### src/rtl/mem_ctrl_pkg.sv
// Shared encodings for the system memory controller: access sizes, FSM
// states, port identifiers and the default RAM read latency.
package mem_ctrl_pkg;

  localparam int RD_LAT_DEFAULT = 2;

  localparam logic [1:0] SIZE_BYTE = 2'b00;
  localparam logic [1:0] SIZE_HALF = 2'b01;
  localparam logic [1:0] SIZE_WORD = 2'b10;
  localparam logic [1:0] SIZE_BAD  = 2'b11;

  localparam logic PORT_CPU = 1'b0;
  localparam logic PORT_DBG = 1'b1;

  typedef enum logic [1:0] {
    S_IDLE  = 2'd0,
    S_ISSUE = 2'd1,
    S_WAIT  = 2'd2,
    S_DONE  = 2'd3
  } state_t;

  // A request is illegal for the reserved size code or a misaligned half/word.
  function automatic logic is_illegal(input logic [1:0] size, input logic [1:0] addr_lo);
    case (size)
      SIZE_BYTE: return 1'b0;
      SIZE_HALF: return addr_lo[0];
      SIZE_WORD: return (addr_lo != 2'b00);
      SIZE_BAD:  return 1'b1;
      default:   return 1'b1;
    endcase
  endfunction

  // Index of the final byte of an access (byte count minus one).
  function automatic logic [1:0] last_byte(input logic [1:0] size);
    case (size)
      SIZE_HALF: return 2'd1;
      SIZE_WORD: return 2'd3;
      default:   return 2'd0;
    endcase
  endfunction

endpackage

### src/rtl/rr_arbiter2.sv
// Two-requester round-robin arbiter. Bit 0 is the cpu port, bit 1 the debug
// port. On a tie the port that did not win last time is granted; after reset
// the cpu port has priority.
module rr_arbiter2 (
  input  logic       clk,
  input  logic       rst,
  input  logic [1:0] req,
  input  logic       grant_en,
  output logic [1:0] grant
);

  // prio_reg = 0 favours bit 0 (cpu), 1 favours bit 1 (dbg)
  logic prio_reg;

  // Combinational grant, only while the controller can accept a request
  always_comb begin
    grant = 2'b00;
    if (grant_en) begin
      if (req == 2'b11) begin
        grant = prio_reg ? 2'b10 : 2'b01;
      end else begin
        grant = req;
      end
    end
  end

  // Hand priority to the other port whenever a grant is issued
  always_ff @(posedge clk or negedge rst) begin
    if (!rst) begin
      prio_reg <= 1'b0;
    end else if (|grant) begin
      prio_reg <= grant[0];
    end
  end

endmodule

### src/rtl/sys_mem_ctrl.sv
// System memory controller: arbitrates a cpu and a debug port onto a single
// byte-wide RAM, splitting half/word accesses into little-endian byte
// accesses and waiting RD_LAT clocks for each read byte.
module sys_mem_ctrl
  import mem_ctrl_pkg::*;
#(
  parameter int RD_LAT = RD_LAT_DEFAULT
) (
  input  logic        clk,
  input  logic        rst,
  input  logic        cpu_req,
  input  logic        cpu_we,
  input  logic [1:0]  cpu_size,
  input  logic [15:0] cpu_addr,
  input  logic [31:0] cpu_wdata,
  output logic        cpu_ack,
  output logic [31:0] cpu_rdata,
  output logic        cpu_err,
  input  logic        dbg_req,
  input  logic        dbg_we,
  input  logic [1:0]  dbg_size,
  input  logic [15:0] dbg_addr,
  input  logic [31:0] dbg_wdata,
  output logic        dbg_ack,
  output logic [31:0] dbg_rdata,
  output logic        dbg_err,
  output logic [15:0] ram_addr,
  output logic [7:0]  ram_data,
  output logic        ram_wren,
  output logic        ram_rden,
  output logic [3:0]  ram_byteena,
  input  logic [7:0]  ram_q
);

  localparam logic [1:0] WAIT_INIT = 2'(RD_LAT - 1);

  state_t      state_reg, state_next;
  logic        port_reg,  port_next;
  logic        we_reg,    we_next;
  logic [1:0]  size_reg,  size_next;
  logic [15:0] addr_reg,  addr_next;
  logic [31:0] wdata_reg, wdata_next;
  logic [1:0]  idx_reg,   idx_next;
  logic [1:0]  wait_reg,  wait_next;
  logic [31:0] data_reg,  data_next;
  logic        err_reg,   err_next;

  logic [31:0] cpu_rdata_reg, dbg_rdata_reg;
  logic        cpu_err_reg,   dbg_err_reg;

  logic [1:0]  grant;
  logic        grant_sel;

  rr_arbiter2 u_arb (
    .clk      (clk),
    .rst      (rst),
    .req      ({dbg_req, cpu_req}),
    .grant_en (state_reg == S_IDLE),
    .grant    (grant)
  );

  assign grant_sel = grant[1];

  // Next-state and RAM strobe decode; RAM outputs are only active in ISSUE
  always_comb begin
    state_next = state_reg;
    port_next  = port_reg;
    we_next    = we_reg;
    size_next  = size_reg;
    addr_next  = addr_reg;
    wdata_next = wdata_reg;
    idx_next   = idx_reg;
    wait_next  = wait_reg;
    data_next  = data_reg;
    err_next   = err_reg;
    ram_addr   = 16'h0000;
    ram_data   = 8'h00;
    ram_wren   = 1'b0;
    ram_rden   = 1'b0;

    case (state_reg)
      S_IDLE: begin
        if (|grant) begin
          port_next  = grant_sel ? PORT_DBG : PORT_CPU;
          we_next    = grant_sel ? dbg_we    : cpu_we;
          size_next  = grant_sel ? dbg_size  : cpu_size;
          addr_next  = grant_sel ? dbg_addr  : cpu_addr;
          wdata_next = grant_sel ? dbg_wdata : cpu_wdata;
          idx_next   = 2'd0;
          wait_next  = WAIT_INIT;
          data_next  = 32'h0;
          if (is_illegal(size_next, addr_next[1:0])) begin
            err_next   = 1'b1;
            state_next = S_DONE;
          end else begin
            err_next   = 1'b0;
            state_next = S_ISSUE;
          end
        end
      end

      S_ISSUE: begin
        ram_addr = addr_reg + {14'd0, idx_reg};
        if (we_reg) begin
          ram_wren = 1'b1;
          ram_data = wdata_reg[{idx_reg, 3'b000} +: 8];
          if (idx_reg == last_byte(size_reg)) begin
            state_next = S_DONE;
          end else begin
            idx_next = idx_reg + 2'd1;
          end
        end else begin
          ram_rden   = 1'b1;
          wait_next  = WAIT_INIT;
          state_next = S_WAIT;
        end
      end

      S_WAIT: begin
        if (wait_reg == 2'd0) begin
          data_next[{idx_reg, 3'b000} +: 8] = ram_q;
          if (idx_reg == last_byte(size_reg)) begin
            state_next = S_DONE;
          end else begin
            idx_next   = idx_reg + 2'd1;
            state_next = S_ISSUE;
          end
        end else begin
          wait_next = wait_reg - 2'd1;
        end
      end

      S_DONE: begin
        state_next = S_IDLE;
      end

      default: begin
        state_next = S_IDLE;
      end
    endcase
  end

  // Transaction registers
  always_ff @(posedge clk or negedge rst) begin
    if (!rst) begin
      state_reg <= S_IDLE;
      port_reg  <= PORT_CPU;
      we_reg    <= 1'b0;
      size_reg  <= SIZE_BYTE;
      addr_reg  <= 16'h0;
      wdata_reg <= 32'h0;
      idx_reg   <= 2'd0;
      wait_reg  <= 2'd0;
      data_reg  <= 32'h0;
      err_reg   <= 1'b0;
    end else begin
      state_reg <= state_next;
      port_reg  <= port_next;
      we_reg    <= we_next;
      size_reg  <= size_next;
      addr_reg  <= addr_next;
      wdata_reg <= wdata_next;
      idx_reg   <= idx_next;
      wait_reg  <= wait_next;
      data_reg  <= data_next;
      err_reg   <= err_next;
    end
  end

  // Per-port result registers, loaded on entry to DONE and held until the next ack
  always_ff @(posedge clk or negedge rst) begin
    if (!rst) begin
      cpu_rdata_reg <= 32'h0;
      cpu_err_reg   <= 1'b0;
      dbg_rdata_reg <= 32'h0;
      dbg_err_reg   <= 1'b0;
    end else if (state_next == S_DONE && state_reg != S_DONE) begin
      if (port_next == PORT_DBG) begin
        dbg_rdata_reg <= data_next;
        dbg_err_reg   <= err_next;
      end else begin
        cpu_rdata_reg <= data_next;
        cpu_err_reg   <= err_next;
      end
    end
  end

  assign cpu_ack     = (state_reg == S_DONE) && (port_reg == PORT_CPU);
  assign dbg_ack     = (state_reg == S_DONE) && (port_reg == PORT_DBG);
  assign cpu_rdata   = cpu_rdata_reg;
  assign cpu_err     = cpu_err_reg;
  assign dbg_rdata   = dbg_rdata_reg;
  assign dbg_err     = dbg_err_reg;
  assign ram_byteena = 4'hF;

endmodule

### config.mk
export PLATFORM = sky130hd
export DESIGN_NAME = sys_mem_ctrl
export DESIGN_NICKNAME = d
export VERILOG_FILES = /design/src/rtl/mem_ctrl_pkg.sv /design/src/rtl/rr_arbiter2.sv /design/src/rtl/sys_mem_ctrl.sv
export SDC_FILE = /design/constraint.sdc
export NUM_CORES = 1
export LEC_CHECK = 0
export BUFFER_PORTS_ARGS = -buffer_cell sky130_fd_sc_hd__buf_2
export CAP_MARGIN = 20
export CORE_ASPECT_RATIO = 0.75
export CORE_MARGIN = 5
export CORE_UTILIZATION = 52
export CTS_CLUSTER_SIZE = 25
export DETAILED_ROUTE_END_ITERATION = 10
export GPL_ROUTABILITY_DRIVEN = 0
export HOLD_SLACK_MARGIN = 0.02
export PLACE_DENSITY = 0.8
export SYNTH_ARGS = -nofsm -noshare
export SYNTH_HDL_FRONTEND = slang
export SYNTH_HIERARCHICAL = 1
export SYNTH_SLANG_ARGS = --single-unit
### constraint.sdc
create_clock -name clk -period 4.97 [get_ports clk]
set_input_delay 0 -clock clk [delete_from_list [all_inputs] [get_ports clk]]
set_output_delay 0 -clock clk [all_outputs]
set_load 0.01 [all_outputs]
# After elaboration in Yosys (flattened, before gate mapping)
# Index checks and enable logic that the tools add are counted.
[totals]
register_bits = 158
out_inout_bits = 98
wordCells = 107
[classes]
n_addsub = 4
n_eq_ne = 20
shift = 3
mux = 49
bitwise_logic = 2
reduce_logical = 14
[op_table]
columns = ["op", "count"]
rows = [
  ["$mux W32", 3],
  ["$pmux W32 S2", 1],
  ["$mux W2", 22],
  ["$bwmux W32", 1],
  ["$mux W16", 2],
  ["$shift A8 B7 Y32 const A", 1],
  ["$shiftx A32 B6 Y8", 1],
  ["$shiftx A8 B7 Y32", 1],
  ["$add A16 B2 Y16", 1],
  ["$mux W8", 2],
  ["$ne A2 B2 Y1 const B", 8],
  ["$eq A2 B2 Y1 const B", 7],
  ["$mux W1", 13],
  ["$pmux W2 S3", 2],
  ["$pmux W2 S4", 1],
  ["$neg A5 Y7", 1],
  ["$eq A2 B1 Y1 const B", 3],
  ["$logic_not A2 Y1", 3],
  ["$reduce_and A2 Y1", 3],
  ["$reduce_and A6 Y1", 1],
  ["$eq A2 B2 Y1", 2],
  ["$pmux W1 S4", 1],
  ["$pmux W2 S2", 1],
  ["$reduce_and A4 Y1", 1],
  ["7 further kinds", 10],
]

# Logic depth before layout (Yosys ltp)
[depth]
word_depth = 14
depth_mapped = 11
ltp_nobuf = 10

# Cells and area by module
# Netlist, hierarchy kept.
[modules_own_cells]
columns = ["module", "n_inst", "cells_per_inst", "area_per_inst_um2", "seq_area_each_um2"]
rows = [
  ["sys_mem_ctrl", 1, 600, 7335.8, 3928.8],
  ["rr_arbiter2", 1, 8, 61.3, 25.0],
]

# Worst setup path after synthesis
# OpenSTA, ideal clock, no wires.
[synth_timing]
path_kind = "register -> register"
from = "register state_reg[1]"
to = "register dbg_rdata_reg[10], in the netlist dbg_rdata[10]"
setup_time_ps = 125
arrival_time_ps = 2699
required_time_ps = 4845
slack_ps = 2146
stages_incl_launch_ff = 12
path_buffers = 2
synth_period_minus_slack_ps = 2824
path_cell_list = "dfrtp_1 > inv_1 > ha_1 > nand2_1 > a21oi_1 > buf_2 > o211ai_1 > a41o_1 > o211a_4 > nor4b_4 > buf_6 > mux2_2"
[synth_between]
elab_chain_cells = 13
[synth_lines]
columns = ["item", "line", "source"]
rows = [
  ["from (decl)", "sys_mem_ctrl.sv:37", "state_t state_reg, state_next;"],
  ["from (signal assigned)", "sys_mem_ctrl.sv:157", "state_reg <= state_next;"],
  ["$logic_not A2 Y1 *", "sys_mem_ctrl.sv:58", ".grant_en (state_reg == S_IDLE),"],
  ["$mux W2 *", "rr_arbiter2.sv:18", "if (grant_en) begin"],
  ["net grant[1]", "sys_mem_ctrl.sv:51", "logic [1:0] grant;"],
  ["$mux W2 / $mux W16 (equally long branches)", "sys_mem_ctrl.sv:86, sys_mem_ctrl.sv:87", ""],
  ["$eq A2 B2 Y1, or another cell as far along", "mem_ctrl_pkg.sv:24", "case (size)"],
  ["$pmux W1 S4", "mem_ctrl_pkg.sv:24", ""],
  ["$mux W1", "sys_mem_ctrl.sv:83", "if (|grant) begin"],
  ["$mux W1", "sys_mem_ctrl.sv:81", "case (state_reg)"],
  ["$mux W2", "sys_mem_ctrl.sv:92", "if (is_illegal(size_next, addr_next[1:0])) begin"],
  ["$mux W2", "sys_mem_ctrl.sv:83", ""],
  ["$pmux W2 S4", "sys_mem_ctrl.sv:81", ""],
  ["$eq A2 B2 Y1", "sys_mem_ctrl.sv:177", "end else if (state_next == S_DONE && state_reg != S_DONE) begin"],
  ["$logic_and A1 B1 Y1", "sys_mem_ctrl.sv:177", ""],
  ["$reduce_and A2 Y1 (no line)", "n/a", ""],
  ["to (signal assigned)", "sys_mem_ctrl.sv:179", "dbg_rdata_reg <= data_next;"],
  ["to (decl)", "sys_mem_ctrl.sv:48", "logic [31:0] cpu_rdata_reg, dbg_rdata_reg;"],
]
# Mark *: on every way through the listed nets, which the timed path passes. The rest lies on a longest branch. The select of a mux whose other input is x is not followed.
# A chain may end at the register's enable or synchronous reset.

# Worst setup path after layout
[layout_timing]
from = "register state_reg[1]"
to = "register dbg_rdata_reg[12], in the netlist dbg_rdata[12]"
# Same word-level chain as after synthesis.

==> metrics <==
commonest non-fill, non-tap cells in the layout buf_2, dfrtp_1, dlygate4sd3_1; clock latency on the worst-skew pair 420 ps; chip width ~150 um; Slew Limit Headroom roughly 34%; Reg-to-Reg Start state_reg[1]; GRT busiest layer met2; Via-to-Cell Ratio between 5 and 6; CP required approximately 5300 ps; maxcap violations 0; yosys warns 6; largest net degree at the start of global routing 104; Final ANT Viol Nets 0; CTS root buf clkbuf_16; die height 113 um; Routed WL between 20 and 25 mm; ys async rst share 100%; Worst-path clk slew 60 ps; synthesis-to-layout area growth 38.6%; slowest stage delay, CP approximately 740 ps; nets@finish about 1.1k; Netlist cell types 47; setup_tns 0 ps; Power Dens Cells between 500 and 600 nW/um^2; Final Max Slew Viols 0; Top cell by count, worst path buf_4; Fin Hold WS ~140 ps; share of cells above drive strength 1 roughly 30%; grt total ovfl 0; Max FO, Critical Path 53; fin util approximately three quarters; CP Depth 12; CTS Buf Count 17; Synth Flop Type dfrtp_1; CTS tree done; row count 37; global-route met1 utilization between 30% and 40%; final setup vio count 0; Yosys reg bits around 160; final number of hold-violating endpoints 0; CP Capture Type flop; post-synthesis sequential area ratio a little over half; Hold-fix buffers, CTS 112; crit path launch state_reg[1]; Worst Path Buf+Inv 3; kind of cell adding the most delay to the critical path buffers and inverters; status finished, final reports clean; fin crit period about 4000 ps; flop2flop setup slack a little under 1000 ps; first-pass GRT wire length roughly 34 mm; DRT Pass-1 Iters 5; Post-Route Skew about 9.4 ps; Hold Path Class primary input to flop; postcts setup bufs 0; Worst-Margin Slew between 900 and 1000 ps; Longest Clk Path Bufs 2; Hold Path Stages 4; Port Buffer Count 207; R2R depth 12; I/O Pins 212; fmax roughly 250 MHz; slowest library cell on the worst path buf_4; Routed WL per cell 19.1 um; n_diodes 0; Die ar. about 17,000 um^2; HPWL after DPL approximately 13 mm; Setup crit start kind flop; Placeable Area 13,800 um^2; # DRC 0; leakage power around 5.2 nW; vias in the first global route roughly 6.6k; crit-path cells inv_1 -> ha_1 -> nand2_1 -> a21oi_4 -> buf_4 -> nor2b_1 -> o21ai_0 -> a41o_1 -> o211a_4 -> nor4b_4 -> buf_4 -> mux2_1; initial cell density of the core between 50% and 60%; synthesized area between 7000 and 8000 um^2; crit path DAT ~4300 ps; final worst-path cycle share 80.3%; Syn Inst Count roughly 600; unrepaired setup endpoints after global routing no; via count between 6k and 7k; critical path capture point dbg_rdata[12]; First DRT Iteration DRCs approximately 450; Setup Crit Path Kind flop to flop; worst r2r dst dbg_rdata[12]; met3 usage about 5.4%; clk sink count between 150 and 200; GRT Total Usage approximately 26%; commonest non-fill, non-tap cell in the layout buf_2; VDD IR-drop max roughly 370 uV; M2 GR Usage a little over two fifths; H-tree levels 4; Mean Syn Cell Area between 10 and 15 um^2; post_cts resized 0; number of synthesized flops with an enable pin 0; initial antenna violation count 0
[power by group]
part	switching, mW	internal [mW]	total, mW
sequential	0.314	1.64	1.96
clock	0.537	0.757	1.29
combinational	1.10	0.923	2.02
total	1.95	3.32	5.27
[worst min-delay path, cell delays in order]
cell      delay, ps
buf_2           100
nor2b_1         210
a211oi_1         90
a21oi_1         110
[cell families (layout without fill, tap and decap cells)]
group	after synthesis	after routing	synth area share [%]
flip-flops	158	158	53.5
AND/OR/NAND/NOR	131	131	8.95
multiplexers	124	124	19.3
AO/OA/AOI/OAI	117	117	10.5
buffers and inverters	47	371	3.35
adder cells (fa/ha/maj)	15	15	2.64
XOR/XNOR	15	15	1.78
other	1	4	0.0507
[routing by layer]
| metal | share of wire, % | wire length [um] |
|---|---|---|
| met5 | 0 | 0 |
| met4 | 4.2 | 884 |
| met3 | 5.7 | 1210 |
| met2 | 49 | 10400 |
| met1 | 41 | 8640 |
[cell type report]
cell class / instances / area [um^2]
Clock buffer: 20 / 447
Inverter: 12 / 45.0
Tap cell: 175 / 219
Sequential cell: 158 / 3950
Fill cell: 874 / 3590
Clock inverter: 12 / 135
Timing Repair Buffer: 327 / 2220
Multi-Input combinational cell: 406 / 3230
[worst min-delay path by stage]
stage	startpoint	end	slack, ps
floorplan	rst	addr_reg[0]	-300
global placement	rst	wdata_reg[11]	70
detailed placement	rst	wdata_reg[11]	80
CTS	cpu_size[0]	size_reg[0]	50
global route	cpu_size[0]	size_reg[0]	160
finish	cpu_size[0]	size_reg[0]	140
[metrics by stage]
step / cell area, um^2 / setup slack [ps] / power, mW / instances
finish: 10300 / 979 / 5.27 / 1110
global route: 10300 / 812 / 5.59 / 1110
CTS: 10300 / 1270 / 5.21 / 1110
detailed placement: 8550 / 1320 / 3.74 / 966
global placement: 8550 / 1560 / 3.64 / 966
floorplan: 7410 / 2150 / 3.17 / 611
[Yosys cell counts, drive strengths merged (8+ instances only)]
cell type	instances	area, um^2
a22o	34	298
ha	14	175
and2	25	156
mux4	8	180
dfrtp	158	3950
clkbuf	19	71.3
xnor2	11	96.3
o21ai	57	285
buf	16	131
nand2	70	263
inv	12	45.0
mux2i	49	490
mux2	67	754
(Power assumes the default switching activity.)
